[src/rtl/neokeon_encrypt_core_pkg.sv]
// Shared definitions for the iterative Neokeon encryption core:
// FSM encoding, round-constant parameters and 32-bit rotate helpers.
package neokeon_encrypt_core_pkg;

  typedef enum logic [1:0] {
    ST_IDLE  = 2'd0,
    ST_ROUND = 2'd1,
    ST_FINAL = 2'd2
  } state_e;

  localparam int          NUM_ROUNDS_DEF = 16;
  localparam logic [7:0]  RC_INIT        = 8'h80;
  localparam logic [7:0]  RC_POLY        = 8'h1B;
  localparam int          CNT_W          = 5;

  function automatic logic [31:0] rotl32(input logic [31:0] x, input int n);
    return (x << n) | (x >> (32 - n));
  endfunction

  function automatic logic [31:0] rotr32(input logic [31:0] x, input int n);
    return (x >> n) | (x << (32 - n));
  endfunction

endpackage

[src/rtl/neokeon_encrypt_core_round.sv]
// Combinational Neokeon round (direct-key, second round constant zero) and the
// fixed rotate-right-by-5 block it uses; theta_o is also the final output transform.
module NeokeonROTR32by5fun (
  input  logic [31:0] din_i,
  output logic [31:0] dout_o
);
  assign dout_o = {din_i[4:0], din_i[31:5]};
endmodule

module neokeon_round_fun
  import neokeon_encrypt_core_pkg::*;
(
  input  logic [127:0] state_i,
  input  logic [127:0] key_i,
  input  logic [7:0]   rc_i,
  output logic [127:0] theta_o,
  output logic [127:0] next_o
);
  logic [31:0] a0, a1, a2, a3, t;
  logic [31:0] g0, g1, g2, g3, sw;
  logic [31:0] g2_r5;

  always_comb begin
    a0 = state_i[127:96] ^ {24'h0, rc_i};
    a1 = state_i[95:64];
    a2 = state_i[63:32];
    a3 = state_i[31:0];
    t  = a0 ^ a2;
    t  = t ^ rotr32(t, 8) ^ rotl32(t, 8);
    a1 = a1 ^ t;
    a3 = a3 ^ t;
    a0 = a0 ^ key_i[127:96];
    a1 = a1 ^ key_i[95:64];
    a2 = a2 ^ key_i[63:32];
    a3 = a3 ^ key_i[31:0];
    t  = a1 ^ a3;
    t  = t ^ rotr32(t, 8) ^ rotl32(t, 8);
    a0 = a0 ^ t;
    a2 = a2 ^ t;
    theta_o = {a0, a1, a2, a3};
    // Pi1 then Gamma; Pi2 is applied on the way out
    g0 = a0;
    g1 = rotl32(a1, 1);
    g2 = rotl32(a2, 5);
    g3 = rotl32(a3, 2);
    g1 = g1 ^ (~g3 & ~g2);
    g0 = g0 ^ (g2 & g1);
    sw = g0;
    g0 = g3;
    g3 = sw;
    g2 = g2 ^ g0 ^ g1 ^ g3;
    g1 = g1 ^ (~g3 & ~g2);
    g0 = g0 ^ (g2 & g1);
  end

  NeokeonROTR32by5fun u_rotr5 (
    .din_i  (g2),
    .dout_o (g2_r5)
  );

  assign next_o = {g0, rotr32(g1, 1), g2_r5, rotr32(g3, 2)};
endmodule

[src/rtl/neokeon_encrypt_core.sv]
// Iterative Neokeon encryptor: one round per clock, then a Theta-only final step.
// Inputs are captured at accept; the in-flight block never looks at them again.
module neokeon_encrypt_core
  import neokeon_encrypt_core_pkg::*;
#(
  parameter int NUM_ROUNDS = NUM_ROUNDS_DEF
) (
  input  logic         inClk,
  input  logic         inRstn,
  input  logic         inStart,
  input  logic [127:0] inKey,
  input  logic [127:0] inDataBlock,
  output logic         outBusy,
  output logic         outValid,
  output logic [127:0] outDataBlock
);
  localparam logic [CNT_W-1:0] LAST_CNT = CNT_W'(NUM_ROUNDS - 1);

  state_e             state_q;
  logic [127:0]       blk_q, key_q, dout_q;
  logic [7:0]         rc_q, rc_d;
  logic [CNT_W-1:0]   cnt_q;
  logic               busy_q, valid_q;
  logic [127:0]       round_next, round_theta;

  neokeon_round_fun u_round (
    .state_i (blk_q),
    .key_i   (key_q),
    .rc_i    (rc_q),
    .theta_o (round_theta),
    .next_o  (round_next)
  );

  // Doubling in GF(2^8) modulo x^8+x^4+x^3+x+1
  assign rc_d = rc_q[7] ? ({rc_q[6:0], 1'b0} ^ RC_POLY) : {rc_q[6:0], 1'b0};

  always_ff @(posedge inClk) begin
    if (!inRstn) begin
      state_q <= ST_IDLE;
      blk_q   <= '0;
      key_q   <= '0;
      dout_q  <= '0;
      rc_q    <= RC_INIT;
      cnt_q   <= '0;
      busy_q  <= 1'b0;
      valid_q <= 1'b0;
    end else begin
      valid_q <= 1'b0;
      case (state_q)
        ST_IDLE: begin
          if (inStart) begin
            blk_q   <= inDataBlock;
            key_q   <= inKey;
            rc_q    <= RC_INIT;
            cnt_q   <= '0;
            busy_q  <= 1'b1;
            state_q <= ST_ROUND;
          end
        end
        ST_ROUND: begin
          blk_q <= round_next;
          rc_q  <= rc_d;
          if (cnt_q == LAST_CNT) begin
            state_q <= ST_FINAL;
          end else begin
            cnt_q <= cnt_q + CNT_W'(1);
          end
        end
        ST_FINAL: begin
          dout_q  <= round_theta;
          valid_q <= 1'b1;
          busy_q  <= 1'b0;
          state_q <= ST_IDLE;
        end
        default: state_q <= ST_IDLE;
      endcase
    end
  end

  assign outBusy      = busy_q;
  assign outValid     = valid_q;
  assign outDataBlock = dout_q;
endmodule

[config.mk]
export PLATFORM = sky130hd
export DESIGN_NAME = neokeon_encrypt_core
export DESIGN_NICKNAME = d
export VERILOG_FILES = /design/src/rtl/neokeon_encrypt_core_pkg.sv /design/src/rtl/neokeon_encrypt_core_round.sv /design/src/rtl/neokeon_encrypt_core.sv
export SDC_FILE = /design/constraint.sdc
export NUM_CORES = 1
export LEC_CHECK = 0
export CORE_AREA = 2 2 267 269
export CTS_BUF_LIST = sky130_fd_sc_hd__clkbuf_4 sky130_fd_sc_hd__clkbuf_8
export CTS_CLUSTER_SIZE = 30
export DETAILED_ROUTE_END_ITERATION = 7
export DIE_AREA = 0 0 269 271
export DONT_BUFFER_PORTS = 1
export PLACE_DENSITY_LB_ADDON = 0.25
export SLEW_MARGIN = 20
export SYNTH_ARGS = -nofsm -noshare
export SYNTH_HDL_FRONTEND = slang
export SYNTH_SLANG_ARGS = --single-unit
export TNS_END_PERCENT = 10
[constraint.sdc]
create_clock -name inClk -period 3.01 [get_ports inClk]
set_input_delay 0.301 -clock inClk [delete_from_list [all_inputs] [get_ports inClk]]
set_output_delay 0.301 -clock inClk [all_outputs]
set_load 0.005 [all_outputs]
# --- Word-level counts from Yosys, hierarchy flattened ---
# Cells that the tools add are included.
word_totals:
  latch_bits: 0
  out_inout_bits: 130
  mem_bits_rw: 0
  mem_bits_ro: 0
  inputBits: 259
  word_cells: 77
  regBits: 401
  n_memories: 0
op_classes:
  muxes: 14
  bitwise_logic: 40
  n_addsub: 1
  n_div: 0
  shift: 0
  n_mul: 0
  n_eq_ne: 6
  n_lt_le_gt_ge: 0
  n_reduce_logical: 8
op_table:
  columns: ["cell", "count"]
  rows:
  - ["bitwise XOR 32 bit", 21]
  - ["one-hot mux 128 bit (2 select lines)", 1]
  - ["AND 32 bit", 4]
  - ["two-way mux 128 bit", 1]
  - ["inverter 32 bit", 4]
  - ["OR 24 x 32 -> 32 bit", 2]
  - ["OR 32 x 8 -> 32 bit", 2]
  - ["OR 30 x 32 -> 32 bit", 1]
  - ["OR 31 x 32 -> 32 bit", 1]
  - ["OR 32 x 1 -> 32 bit", 1]
  - ["OR 32 x 2 -> 32 bit", 1]
  - ["OR 32 x 5 -> 32 bit", 1]
  - ["bitwise XOR 32 x 8 -> 32 bit", 1]
  - ["one-hot mux 8 bit (2 select lines)", 1]
  - ["two-way mux 5 bit", 3]
  - ["one-hot mux 5 bit (2 select lines)", 1]
  - ["two-way mux 8 bit", 1]
  - ["AND reduction 2 bit", 4]
  - ["inequality test 2 bit (second input constant)", 3]
  - ["adder 5 x 1 -> 5 bit (second input constant)", 1]
  - ["equality test 5 x 4 -> 1 bit (second input constant)", 1]
  - ["two-way mux 2 bit", 2]
  - ["inverter 4 bit", 1]
  - ["one-hot mux 2 bit (2 select lines)", 1]
  - ["other kinds (7)", 9]

# --- Logic depth before layout (Yosys ltp) ---
logic_depth:
  ltp_word: 25
  depth_mapped: 12
  mapped_depth_nobuf: 12

# --- Modules after synthesis ---
# Synthesis repeated with hierarchy kept, for this count alone.
hier_totals:
  cells_unflattened: 2599
  area_unflattened_um2: 23256.1
modules_own_cells:
  columns: ["mod", "cells_each", "instances", "seq_area_each_um2", "area_per_inst_um2"]
  rows:
  - ["neokeon_encrypt_core", 1635, 1, 8027.7, 14555.2]
  - ["neokeon_round_fun", 932, 1, 0.0, 8460.6]
  - ["NeokeonROTR32by5fun", 32, 1, 0.0, 240.2]

# --- Worst setup path before layout ---
# Ideal clock, no wire load.
synth_path:
  kind: "reg-to-reg"
  from: "reg blk_q[77]"
  to: "reg blk_q[122]"
  arrival_ps: 3137
  path_stages_with_launch: 11
  t_required_ps: 2894
  n_path_buf: 0
  synth_period_minus_slack_ps: 3254
  path_slack_ps: -244
  cell_sequence: "dfxtp_1 xnor2_2 xnor2_1 xnor3_1 xnor2_1 ha_1 xnor2_1 xnor2_1 xor2_1 or4_1 and4_1"
synth_via:
  elab_chain_cells: 19
  elab_cells_between_ends: 22
  cone_classes: "mux (1); bitwise (21)"
synth_rtl:
  columns: ["element", "line_no", "rtl"]
  rows:
  - ["start, declared", "neokeon_encrypt_core.sv:20", "logic [127:0] blk_q, key_q, dout_q;"]
  - ["start signal, assigned", "neokeon_encrypt_core.sv:52", "blk_q <= inDataBlock;"]
  - ["start signal, assigned", "neokeon_encrypt_core.sv:61", "blk_q <= round_next;"]
  - ["bitwise XOR 32 bit (*)", "neokeon_encrypt_core_round.sv:30", "a1 = a1 ^ t;"]
  - ["bitwise XOR 32 bit (*)", "neokeon_encrypt_core_round.sv:33", "a1 = a1 ^ key_i[95:64];"]
  - ["bitwise XOR 32 bit (*)", "neokeon_encrypt_core_round.sv:36", "t = a1 ^ a3;"]
  - ["OR 32 x 8 -> 32 bit (*)", "neokeon_encrypt_core_pkg.sv:17", "return (x << n) | (x >> (32 - n));"]
  - ["bitwise XOR 32 bit (*)", "neokeon_encrypt_core_round.sv:37", "t = t ^ rotr32(t, 8) ^ rotl32(t, 8);"]
  - ["bitwise XOR 32 bit (*)", "neokeon_encrypt_core_round.sv:39", "a2 = a2 ^ t;"]
  - ["OR 32 x 5 -> 32 bit (*)", "neokeon_encrypt_core_pkg.sv:17", null]
  - ["inverter 32 bit", "neokeon_encrypt_core_round.sv:46", "g1 = g1 ^ (~g3 & ~g2);"]
  - ["[3 not listed]", null, null]
  - ["bitwise XOR 32 bit", "neokeon_encrypt_core_round.sv:47", "g0 = g0 ^ (g2 & g1);"]
  - ["bitwise XOR 32 bit", "neokeon_encrypt_core_round.sv:51", "g2 = g2 ^ g0 ^ g1 ^ g3;"]
  - ["inverter 32 bit", "neokeon_encrypt_core_round.sv:52", "g1 = g1 ^ (~g3 & ~g2);"]
  - ["AND 32 bit", "neokeon_encrypt_core_round.sv:52", null]
  - ["bitwise XOR 32 bit", "neokeon_encrypt_core_round.sv:52", null]
  - ["AND 32 bit (*)", "neokeon_encrypt_core_round.sv:53", "g0 = g0 ^ (g2 & g1);"]
  - ["bitwise XOR 32 bit (*)", "neokeon_encrypt_core_round.sv:53", null]
  - ["one-hot mux 128 bit (2 select lines) (*)", "neokeon_encrypt_core.sv:49", "case (state_q)"]
# Every way passes the cells marked *; elsewhere a longest branch is shown, timed or not.
# A chain may end at the register's enable or synchronous reset.

# --- Final worst setup path ---
layout_path:
  from: "reg blk_q[74]"
  to: "reg blk_q[119]"
# The elaborated chain is that of the path after synthesis.

==> impl_metrics.toml <==
[run_status]
status = "finished, violations left"
failed_checks = "setup timing"

[sta]
slew_viol_final = 0
slew_headroom_pct = 45.7
rsz0062_at_grt = "yes"
hold_viol = 0
finalSetupViolations = 7
period_needed_ps = 3080
fin_skew_ps = 53.8
finalCritPeriodShare_pct = 102
whs_ps = 48.7
setup_ws_ps = -70.5
worstMarginPinSlew_ps = 814
fmax_ghz = 0.325

[synthesis]
synth.cell_area_sq_um = 24200
synthArstFlopShare_pct = 0
syn_nets = 2964
synth_top_area_cell = "dfxtp_1"
post_synth_num_cell_types = 46
yosysSeqAreaShare_pct = 33.1
netlist.area_leader.share_pct = 33.1
synth-seq-cells = 401
ys_warn_count = 0
syn_inst = 2671
synth_edf_count = 0
synth_area_leaders = "dfxtp_1 (33%), xnor2_1 (12%), nand2_1 (11%)"
synth_ff_type = "dfxtp_1"
syn_avg_cell_area_sq_um = 9.08

[detailed_routing]
vias = 22300
dr.first_iter.drc_count = 1558
wl_met1_um = 42100
dr_wl_met2_um = 49300
routed_wl_um = 101000
top_layer = "met5"
vias_per_cell = 5.06
dr_wl_met3_um = 6440
dr.pass1.iters = 6
ant_nets = 0
drc = 0
post_drt_wl_per_cell_um = 22.9

[critical_path]
critPathCaptureType = "flip-flop"
rr_endpoint = "blk_q[119]$_SDFFE_PN0P_"
crit_path_max_incr_delay_ps = 510
cpMaxStageDelayCell = "xnor3_2"
crit_path_start_kind = "flip-flop"
path_cells = "xnor2_4, xnor2_1, buf_4, xnor3_2, xnor2_2, ha_1, xnor2_1, xnor2_1, xor2_1, or4_1, and4_1"
cpLargestDelayFamily = "XOR/XNOR gates"
cp.arrival_ps = 3620
r2r_setup_slack_ps = -70
cp_max_fo = 2
critical_path_class = "reg -> reg"
r2r_start = "blk_q[74]$_SDFFE_PN0P_"
rr_worst_depth = 11
crit_required_ps = 3550
crit_buf_inv = 1
timing.critical_path.mode_cell = "xnor2_1"

[final_layout]
final_layout_size_suffix_gt1_share_pct = 22.1
area_growth_syn_to_layout_pct = 45.2
utilization_pct = 50.5
fin_nets = 3705
finalNonFillerCells = 4410
n_fill_cell = 6325

[clock_tree]
clk_pin_slew_worst_paths_ps = 60
clock-sinks = 401
numCtsBuffers = 76
cts_tree = "yes"
root_buffer = "clkbuf_8"
clk_path_buf_depth = 3
htreeDepth = 3
clock_latency_ps = 690

[placement]
hpwl_um = 72000
numPortBuffers = 0
post-place-ws_ps = -323
placed_cells = 3848
place_congestion = 0.896

[floorplan]
io_pins = 389
die_area_sq_um = 72900
coreArea_sq_um = 69800
die_h_um = 271
die_x_um = 269
start_util_pct = 34.7
rows = 97

[hold_path]
holdPathStages = 3
hp-start = "inDataBlock[113]"
whs_endpoint = "blk_q[113]$_SDFFE_PN0P_"
min_path_type = "in -> reg"

[global_route]
grt_max_degree = 162
grt_usage_pct = 27.5
overflow = 0
grt_pass1_wl_um = 148000
antenna_found_initial = 5
grt_pass1_vias = 23200

[job]
cap_violations = 0
synthesized netlist by cell type, types with 9 or more instances:
library cell  number
xnor2_2           25
o311a_1           24
mux2i_1           13
o211a_1           40
nand3_1          127
o21ai_0          119
a21oi_1           74
nor2b_1           28
dfxtp_1          401
o211ai_1           9
xnor2_1          336
nand2_1          697
nand2b_1          14
xnor3_1           99
ha_1              34
and3_1            31
xor3_1            25
clkbuf_1         137
xor2_1           127
a21boi_0         130
inv_1             16
xnor3_2            9
a22o_1            17
nor2_1            57
state kept, by name, summed over array words and instances, names as in the netlist:
name	cells
outValid	1
key_q	128
state_q	2
cnt_q	5
rc_q	8
blk_q	128
outDataBlock	128
outBusy	1
per-stage QoR:
step / instance area, sq um / TNS [ps]
4_1_cts: 34700 / -262
3_3_place_gp: 28200 / -3190
3_5_place_dp: 28200 / -5320
6_report: 35200 / -218
2_1_floorplan: 24300 / -284
5_1_grt: 35200 / -2270
tightest hold or removal path: stages:
cell and delay, ps:
nand2_1 120, nand3_1 110, o311a_1 130
timing repair:
action	CTS	global route
resized for setup	103	76
endpoints found under the hold margin	273	0
endpoints found under the setup margin	58	66
pin swaps	58	29
setup buffers	21	6
hold buffers	400	0
gates cloned	0	0
metal layers:
layer	vias up	track usage, %
met4	6	10.1
met5	-	0
met2	793	46.6
met1	11000	34.6
met3	179	4.89
li1	10400	-
worst max-delay path by stage:
stage,depth (start not counted),startpoint,slack [ps],endpoint
final,11,blk_q[74]$_SDFFE_PN0P_,-70,blk_q[119]$_SDFFE_PN0P_
after global routing,11,key_q[9]$_SDFFE_PN0P_,-180,blk_q[118]$_SDFFE_PN0P_
after CTS,11,blk_q[9]$_SDFFE_PN0P_,-60,blk_q[118]$_SDFFE_PN0P_
after detailed placement,9,blk_q[47]$_SDFFE_PN0P_,-320,blk_q[121]$_SDFFE_PN0P_
after global placement,9,blk_q[47]$_SDFFE_PN0P_,-230,blk_q[121]$_SDFFE_PN0P_
after floorplan,10,blk_q[26]$_SDFFE_PN0P_,-70,blk_q[119]$_SDFFE_PN0P_
cell families after synthesis:
family          count (synthesis)  synth area share, %
xor+xnor                      639                 32.7
simple gates                  979                 16.9
fa+ha+maj                      34                 1.75
buf+inv                       161                 2.49
flops                         401                 33.1
mux                            13                0.537
compound gates                444                 12.5
final cells by class:
cell class,instances,area [sq um],share of cell area (%)
clock inverters,20,255,0.725
well taps,940,1180,3.34
multi-input cells,2109,16800,47.8
inverters,16,60.1,0.171
flip-flops and latches,401,8070,22.9
diodes,2,5.00,0.0142
clock buffers,114,1460,4.15
repair buffers,808,7350,20.9
cells in the final DEF (no fill, tap or decap), types with 6 or more instances in the layout:
master / netlist / final
a22oi_1: 8 / 8
nor2b_1: 28 / 27
mux2i_1: 13 / 13
nand2_1: 697 / 696
or4_1: 7 / 7
o211ai_1: 9 / 9
and3_1: 31 / 31
clkbuf_8: 0 / 97
inv_1: 16 / 16
xor2_1: 127 / 109
a21oi_1: 74 / 74
o21ai_0: 119 / 119
xnor2_4: 8 / 30
clkinv_2: 0 / 12
buf_4: 0 / 385
xnor3_1: 99 / 82
o211a_1: 40 / 40
nand2b_1: 14 / 12
dlygate4sd3_1: 0 / 399
xor3_1: 25 / 20
bufinv_16: 0 / 6
xnor2_2: 25 / 87
nor2_1: 57 / 53
a22o_1: 17 / 17
ha_1: 34 / 27
clkbuf_4: 0 / 17
xnor3_2: 9 / 26
o311a_1: 24 / 24
dfxtp_1: 401 / 371
xor2_2: 7 / 23
buf_12: 0 / 21
a21boi_0: 130 / 129
nand3_1: 127 / 126
and4_1: 7 / 7
xnor2_1: 336 / 252
dfxtp_2: 0 / 27
Power is not shown: default switching activity piles up to over one toggle a cycle in this logic, so the estimate is an artifact.
